**src/rtl/cur_blk_fetch_if.sv**
```systemverilog
// Bus bundle for cur_blk_fetch: scheduler request/response, current-frame
// memory read port and block-buffer read port.
// master: the fetch block's view.  slave: the surrounding environment's view.
interface cur_blk_fetch_if #(
    parameter int RD_AW = 6
);
    logic             start;
    logic [15:0]      blk_x;
    logic [15:0]      blk_y;
    logic             busy;
    logic             done;
    logic             err;
    logic             mem_en;
    logic [31:0]      mem_addr;
    logic [31:0]      mem_data;
    logic [RD_AW-1:0] rd_addr;
    logic [31:0]      rd_data;

    modport master (
        input  start, blk_x, blk_y, mem_data, rd_addr,
        output busy, done, err, mem_en, mem_addr, rd_data
    );

    modport slave (
        output start, blk_x, blk_y, mem_data, rd_addr,
        input  busy, done, err, mem_en, mem_addr, rd_data
    );
endinterface

```
**src/rtl/cur_blk_fetch.sv**
```systemverilog
// cur_blk_fetch: fetches one BLK_SIZE x BLK_SIZE luma block from the
// current-frame memory (one 32-bit word per cycle) into an on-chip block
// buffer that the ME core reads through a registered read port.
// Optional feature macro: CUR_FETCH_PINGPONG_EN -- two buffer banks, fetch
// writes bank sel while the read port reads bank ~sel; sel flips after each
// successful fetch.
module cur_blk_fetch #(
    parameter int          FRAME_W   = 1920,
    parameter int          FRAME_H   = 1080,
    parameter int          BLK_SIZE  = 16,
    parameter logic [31:0] BASE_ADDR = 32'd0
) (
    input  logic           clk,
    input  logic           rst,
    cur_blk_fetch_if.master bus
);

    localparam int WPR    = BLK_SIZE / 4;
    localparam int NWORDS = (BLK_SIZE * BLK_SIZE) / 4;
    localparam int RD_AW  = $clog2(NWORDS);
    localparam int COL_W  = (WPR > 1) ? $clog2(WPR) : 1;

    localparam logic [31:0]      BLK_COLS      = 32'(FRAME_W / BLK_SIZE);
    localparam logic [31:0]      BLK_ROWS      = 32'(FRAME_H / BLK_SIZE);
    localparam logic [31:0]      BLK_ROW_BYTES = 32'(BLK_SIZE * FRAME_W);
    localparam logic [31:0]      BLK_BYTES     = 32'(BLK_SIZE);
    localparam logic [31:0]      LINE_BYTES    = 32'(FRAME_W);
    localparam logic [COL_W-1:0] COL_LAST      = COL_W'(WPR - 1);
    localparam logic [RD_AW-1:0] WIDX_LAST     = RD_AW'(NWORDS - 1);

    typedef enum logic [1:0] {
        ST_IDLE  = 2'd0,
        ST_FETCH = 2'd1,
        ST_FIN   = 2'd2
    } state_e;

    state_e           state_q,    state_d;
    logic [COL_W-1:0] col_q,      col_d;
    logic [RD_AW-1:0] widx_q,     widx_d;
    logic [31:0]      row_base_q, row_base_d;
    logic [31:0]      mem_addr_q, mem_addr_d;
    logic             mem_en_q,   mem_en_d;
    logic             busy_q,     busy_d;
    logic             done_q,     done_d;
    logic             err_q,      err_d;
    logic [31:0]      rd_data_q;

    logic             in_range_s;
    logic [31:0]      start_addr_s;

`ifdef CUR_FETCH_PINGPONG_EN
    logic             sel_q, sel_d;
    logic [RD_AW:0]   wr_ptr_s;
    logic [RD_AW:0]   rd_ptr_s;
    logic [31:0]      buf_mem [0:2*NWORDS-1];
`else
    logic [RD_AW-1:0] wr_ptr_s;
    logic [RD_AW-1:0] rd_ptr_s;
    logic [31:0]      buf_mem [0:NWORDS-1];
`endif

    // Request decode: range test and address of word 0 of the requested block.
    always_comb begin
        in_range_s   = ({16'd0, bus.blk_x} < BLK_COLS) && ({16'd0, bus.blk_y} < BLK_ROWS);
        start_addr_s = BASE_ADDR
                     + ({16'd0, bus.blk_y} * BLK_ROW_BYTES)
                     + ({16'd0, bus.blk_x} * BLK_BYTES);
    end

    // Buffer pointers; with two banks the write and read sides use opposite banks.
    always_comb begin
`ifdef CUR_FETCH_PINGPONG_EN
        wr_ptr_s = {sel_q, widx_q};
        rd_ptr_s = {~sel_q, bus.rd_addr};
`else
        wr_ptr_s = widx_q;
        rd_ptr_s = bus.rd_addr;
`endif
    end

    // FSM next-state logic: addresses advance incrementally (+4 per column,
    // +FRAME_W per row) so no multiplier sits in the per-word path.
    always_comb begin
        state_d    = state_q;
        col_d      = col_q;
        widx_d     = widx_q;
        row_base_d = row_base_q;
        mem_addr_d = mem_addr_q;
        mem_en_d   = mem_en_q;
        busy_d     = busy_q;
        done_d     = 1'b0;
        err_d      = err_q;
`ifdef CUR_FETCH_PINGPONG_EN
        sel_d      = sel_q;
`endif
        case (state_q)
            ST_IDLE: begin
                err_d = 1'b0;
                if (bus.start) begin
                    if (in_range_s) begin
                        state_d    = ST_FETCH;
                        col_d      = '0;
                        widx_d     = '0;
                        row_base_d = start_addr_s;
                        mem_addr_d = start_addr_s;
                        mem_en_d   = 1'b1;
                        busy_d     = 1'b1;
                    end else begin
                        // Rejected request: report through FIN without touching memory.
                        state_d = ST_FIN;
                        done_d  = 1'b1;
                        err_d   = 1'b1;
                    end
                end else begin
                    state_d = ST_IDLE;
                end
            end
            ST_FETCH: begin
                if (widx_q == WIDX_LAST) begin
                    // Last word captured at this edge; hold the final address.
                    state_d  = ST_FIN;
                    mem_en_d = 1'b0;
                    busy_d   = 1'b0;
                    done_d   = 1'b1;
                end else begin
                    widx_d = widx_q + {{(RD_AW-1){1'b0}}, 1'b1};
                    if (col_q == COL_LAST) begin
                        col_d      = '0;
                        row_base_d = row_base_q + LINE_BYTES;
                        mem_addr_d = row_base_q + LINE_BYTES;
                    end else begin
                        col_d      = col_q + {{(COL_W-1){1'b0}}, 1'b1};
                        mem_addr_d = mem_addr_q + 32'd4;
                    end
                end
            end
            ST_FIN: begin
                state_d = ST_IDLE;
                err_d   = 1'b0;
`ifdef CUR_FETCH_PINGPONG_EN
                // Publish the freshly fetched bank only after a real fetch.
                if (!err_q) begin
                    sel_d = ~sel_q;
                end else begin
                    sel_d = sel_q;
                end
`endif
            end
            default: begin
                state_d  = ST_IDLE;
                mem_en_d = 1'b0;
                busy_d   = 1'b0;
                err_d    = 1'b0;
            end
        endcase
    end

    // FSM state and registered outputs, synchronous reset.
    always_ff @(posedge clk) begin
        if (rst) begin
            state_q    <= ST_IDLE;
            col_q      <= '0;
            widx_q     <= '0;
            row_base_q <= 32'd0;
            mem_addr_q <= 32'd0;
            mem_en_q   <= 1'b0;
            busy_q     <= 1'b0;
            done_q     <= 1'b0;
            err_q      <= 1'b0;
`ifdef CUR_FETCH_PINGPONG_EN
            sel_q      <= 1'b0;
`endif
        end else begin
            state_q    <= state_d;
            col_q      <= col_d;
            widx_q     <= widx_d;
            row_base_q <= row_base_d;
            mem_addr_q <= mem_addr_d;
            mem_en_q   <= mem_en_d;
            busy_q     <= busy_d;
            done_q     <= done_d;
            err_q      <= err_d;
`ifdef CUR_FETCH_PINGPONG_EN
            sel_q      <= sel_d;
`endif
        end
    end

    // Capture the returning word into the buffer; contents are never cleared.
    always_ff @(posedge clk) begin
        if (!rst && mem_en_q) begin
            buf_mem[wr_ptr_s] <= bus.mem_data;
        end
    end

    // Registered buffer read port, one cycle latency, active in every state.
    always_ff @(posedge clk) begin
        if (rst) begin
            rd_data_q <= 32'd0;
        end else begin
            rd_data_q <= buf_mem[rd_ptr_s];
        end
    end

    assign bus.busy     = busy_q;
    assign bus.done     = done_q;
    assign bus.err      = err_q;
    assign bus.mem_en   = mem_en_q;
    assign bus.mem_addr = mem_addr_q;
    assign bus.rd_data  = rd_data_q;

endmodule

```
**src/flat_wrapper.sv**
```systemverilog
// flat-port wrapper written by rule: the top's interface ports become plain ports
module cur_blk_fetch_flat 
#(
    parameter int          FRAME_W   = 1920,
    parameter int          FRAME_H   = 1080,
    parameter int          BLK_SIZE  = 16,
    parameter logic [31:0] BASE_ADDR = 32'd0
)
  (clk, rst, bus_start, bus_blk_x, bus_blk_y, bus_mem_data, bus_rd_addr, bus_busy, bus_done, bus_err, bus_mem_en, bus_mem_addr, bus_rd_data);
  cur_blk_fetch_if #(.RD_AW(6)) bus_i ();
  input  logic clk;
  input  logic rst;
  input wire logic [$bits(bus_i.start)-1:0] bus_start;
  input wire logic [$bits(bus_i.blk_x)-1:0] bus_blk_x;
  input wire logic [$bits(bus_i.blk_y)-1:0] bus_blk_y;
  input wire logic [$bits(bus_i.mem_data)-1:0] bus_mem_data;
  input wire logic [$bits(bus_i.rd_addr)-1:0] bus_rd_addr;
  output wire logic [$bits(bus_i.busy)-1:0] bus_busy;
  output wire logic [$bits(bus_i.done)-1:0] bus_done;
  output wire logic [$bits(bus_i.err)-1:0] bus_err;
  output wire logic [$bits(bus_i.mem_en)-1:0] bus_mem_en;
  output wire logic [$bits(bus_i.mem_addr)-1:0] bus_mem_addr;
  output wire logic [$bits(bus_i.rd_data)-1:0] bus_rd_data;
  assign bus_i.start = bus_start;
  assign bus_i.blk_x = bus_blk_x;
  assign bus_i.blk_y = bus_blk_y;
  assign bus_i.mem_data = bus_mem_data;
  assign bus_i.rd_addr = bus_rd_addr;
  assign bus_busy = bus_i.busy;
  assign bus_done = bus_i.done;
  assign bus_err = bus_i.err;
  assign bus_mem_en = bus_i.mem_en;
  assign bus_mem_addr = bus_i.mem_addr;
  assign bus_rd_data = bus_i.rd_data;
  cur_blk_fetch #(.FRAME_W(FRAME_W), .FRAME_H(FRAME_H), .BLK_SIZE(BLK_SIZE), .BASE_ADDR(BASE_ADDR)) u_core (.clk(clk), .rst(rst), .bus(bus_i));
endmodule
```
**config.mk**
```make
export PLATFORM = sky130hd
export DESIGN_NAME = cur_blk_fetch_flat
export DESIGN_NICKNAME = d
export VERILOG_FILES = /design/src/rtl/cur_blk_fetch_if.sv /design/src/rtl/cur_blk_fetch.sv /design/src/flat_wrapper.sv
export SDC_FILE = /design/constraint.sdc
export NUM_CORES = 2
export LEC_CHECK = 0
export CORE_UTILIZATION = 52
export DETAILED_ROUTE_END_ITERATION = 8
export GPL_TIMING_DRIVEN = 0
export PLACE_DENSITY = 0.68
export SLEW_MARGIN = 15
export SYNTH_ARGS = -nofsm -noshare
export SYNTH_HDL_FRONTEND = slang
export SYNTH_SLANG_ARGS = --single-unit
```
**constraint.sdc**
```tcl
create_clock -name clk -period 18.5 [get_ports clk]
set_input_delay 5.55 -clock clk [delete_from_list [all_inputs] [get_ports clk]]
set_output_delay 5.55 -clock clk [all_outputs]
set_load 0.03 [all_outputs]
```
==> metrics <==
vias in the first global route approximately 44000; Slew Viols, Final 0; Primary FF master, synth edfxtp_1; Critical Path RT 19.16 ns; status finished clean; average wire per standard cell around 34 µm; TritonCTS Buffers between 200 and 250; Root Buffer clkbuf_16; Setup WS pre-CTS around 7.8 ns; Power Dens Cells between 100 and 150 mW/mm²; antenna violations before repair 10; startpoint types input pin; Fmax achieved slightly above 100 MHz; Min-Delay Startpoint u_core.row_base_q[6]; Slew headroom between 10% and 20%; H-tree level count 4; Core ar. 0.163 mm²; CP max stage cell clkbuf_1; most frequent cells in the layout edfxtp_1 (2048), mux4_2 (659), clkbuf_16 (215), clkbuf_1 (164), nor2_1 (105); cells after synthesis just under 4000; internal cell power between 0.008 and 0.009 W; Initial DRT Pass Iterations 6; RSZ-0062 raised after global routing false; largest area contributor in the netlist edfxtp_1; LEAKAGE 30.9 nW; Max stage delay on crit path 0.98 ns; DRC Markers 0; FP Rows approximately 150; Crit. Startpoint bus_rd_addr[1]; Synth-to-Final Area Change 15.8%; post-DP HPWL 150 mm; Period minus WS final slightly below 10 ns; number of synthesized flops with an enable pin ~2000; global-route wire length before repair around 330 mm; TNS Setup 0 ns; CP most frequent cell clkbuf_1; post-synthesis register bit count 2152; Clock power frac 39.9%; Synth top area share a little over 70%; grt ovf 0; IO buf count ~130; CP Max Fanout 10; actual slew at the worst max-slew pin 1.26 ns; sequential element share of the synthesized area approximately three quarters; clock skew ~0.027 ns; critical path class in -> reg; switching portion of total power 22.7%; Clock Pin Slew Worst Setup and Hold Paths 0.06 ns; cell area after synthesis 0.0854 mm²; Clock Latency Late Sink between 0.8 and 0.9 ns; Synth async-reset ratio 0%; CTS tree yes; net count after synthesis ~4000; Setup Buffers After CTS 0; via count 44088; synth top area cells edfxtp_1 (72%), mux4_2 (17%), dfxtp_1 (2.4%), nor2_1 (0.74%), fa_1 (0.70%); Hold Violations, Final 0; final WL between 200 and 250 mm; Synth Warn # 0; DIE AREA between 0.15 and 0.2 mm²; largest net degree at the start of global routing between 60 and 70; Post-DRT Antenna Nets 0; P_sw approximately 0.0024 W; GRT Overall Usage 28.1%; initial core utilization 52.4%; combinational fraction of design power under 10%; Max-cap violations 0; post-CTS sizing 0; Crit Reg-Reg Startpoint u_core.widx_q[5]; DR iter-0 viols 6096; register share of total power between 50% and 60%; share of cells above drive strength 1 27.3%; worst path cell trace clkbuf_1 > clkbuf_1 > clkbuf_1 > clkbuf_1 > mux4_2 > mux4_2 > mux2i_1 > a211oi_1; crit share post-route ~53%; routed vias/inst approximately 6.5; Final Worst Setup Slack 8.62 ns; GP Congestion about 0.9; WP data arrival roughly 11 ns; Max VDD drop slightly below 100 µV; Max clock buf depth 3; Yosys cell types just over 80; CTS Hold Bufs 0; endpoints failing setup 0; most common cell after layout, fill and taps aside edfxtp_1; TritonCTS Sinks ~2200; I/O pins around 140; worst hold-check path type reg -> reg; Die X around 410 µm; NumNets Final roughly 4600; Avg Cell Area, Syn 21.6 µm²; Die Span Y between 400 and 500 µm; Critical Path Sink Type flip-flop
==> power groups by stage <==
stage	clock network [W]	registers (W)	logic, W
after floorplan	0	0.00546	0.000523
after global placement	0	0.00545	0.000872
after detailed placement	0	0.00544	0.000898
after CTS	0.00417	0.00534	0.000902
after global routing	0.00435	0.00533	0.000961
final	0.00414	0.00534	0.000911
==> cells by family (layout without fill, tap and decap cells) <==
group / count (synthesis) / in the layout / synth area share (%)
fa+ha+maj: 78 / 78 / 1.41
xor+xnor: 55 / 55 / 0.604
simple gates: 438 / 438 / 2.47
flops: 2152 / 2152 / 74.5
buf+inv: 273 / 900 / 1.34
other cells: 0 / 5 / 0
mux: 675 / 675 / 17.6
compound gates: 274 / 274 / 2.14
==> metal layers <==
layer  track usage [%]  routed length (µm)
met1              39.3               89600
met3              6.01               23200
met5                 0                  13
met4              9.58                7990
met2              44.4              111000
==> per-stage QoR <==
step / power (W) / hold slack, ns / cell area (µm²) / std cells / util (%)
2_1_floorplan: 0.00598 / 0.432 / 85400 / 3945 / -
3_3_place_gp: 0.00632 / 0.442 / 89400 / 6253 / 54.9
3_5_place_dp: 0.00634 / 0.453 / 92300 / 6365 / 56.6
4_1_cts: 0.0104 / 0.461 / 98900 / 6746 / 60.7
5_1_grt: 0.0106 / 0.483 / 98900 / 6747 / 60.7
6_report: 0.0104 / 0.462 / 98900 / 6752 / 60.7
==> sequential cells by signal, indices dropped and copies added (netlist names) <==
name	flops
u_core.bus.mem_en	1
u_core.buf_mem	2048
u_core.bus.rd_data	32
u_core.bus.done	1
u_core.state_q	2
u_core.bus.mem_addr	31
u_core.bus.err	1
u_core.col_q	2
u_core.row_base_q	28
u_core.widx_q	6
==> layout make-up <==
class / count / area [µm²]
flip-flops and latches: 2152 / 63600
multi-input cells: 1520 / 21100
repair buffers: 246 / 3680
clock inverters: 117 / 947
inverters: 62 / 233
diodes: 5 / 12.5
fillers: 11254 / 64100
well taps: 2175 / 2720
clock buffers: 264 / 5650
plain buffers: 211 / 920
==> path summary, 6_finish.rpt <==
check                            to  slack [ns]  cells after the start
max           u_core.bus.rd_data[4]        8.62                      8
min            u_core.row_base_q[6]        0.46                      2
max reg2reg  u_core.bus.mem_addr[9]       14.00                      7
min reg2reg    u_core.row_base_q[6]        0.46                      2
==> cells in the mapped netlist (21+ instances only) <==
cell / number
nand3_1: 42
buf_2: 51
nand2_1: 82
inv_1: 62
nor2_1: 169
xnor2_1: 34
o21ai_0: 56
a21oi_1: 67
edfxtp_1: 2048
nor3_1: 26
and2_1: 21
ha_1: 48
mux4_2: 659
dfxtp_1: 104
fa_1: 30
a211oi_1: 41
clkbuf_1: 134
==> worst max-delay path: cells and delay by family <==
family          cells  cell delay [ns]
mux                 3             1.51
compound gates      1             0.27
buf+inv             4             3.16
Note: power is estimated with default switching activity, not from simulation.
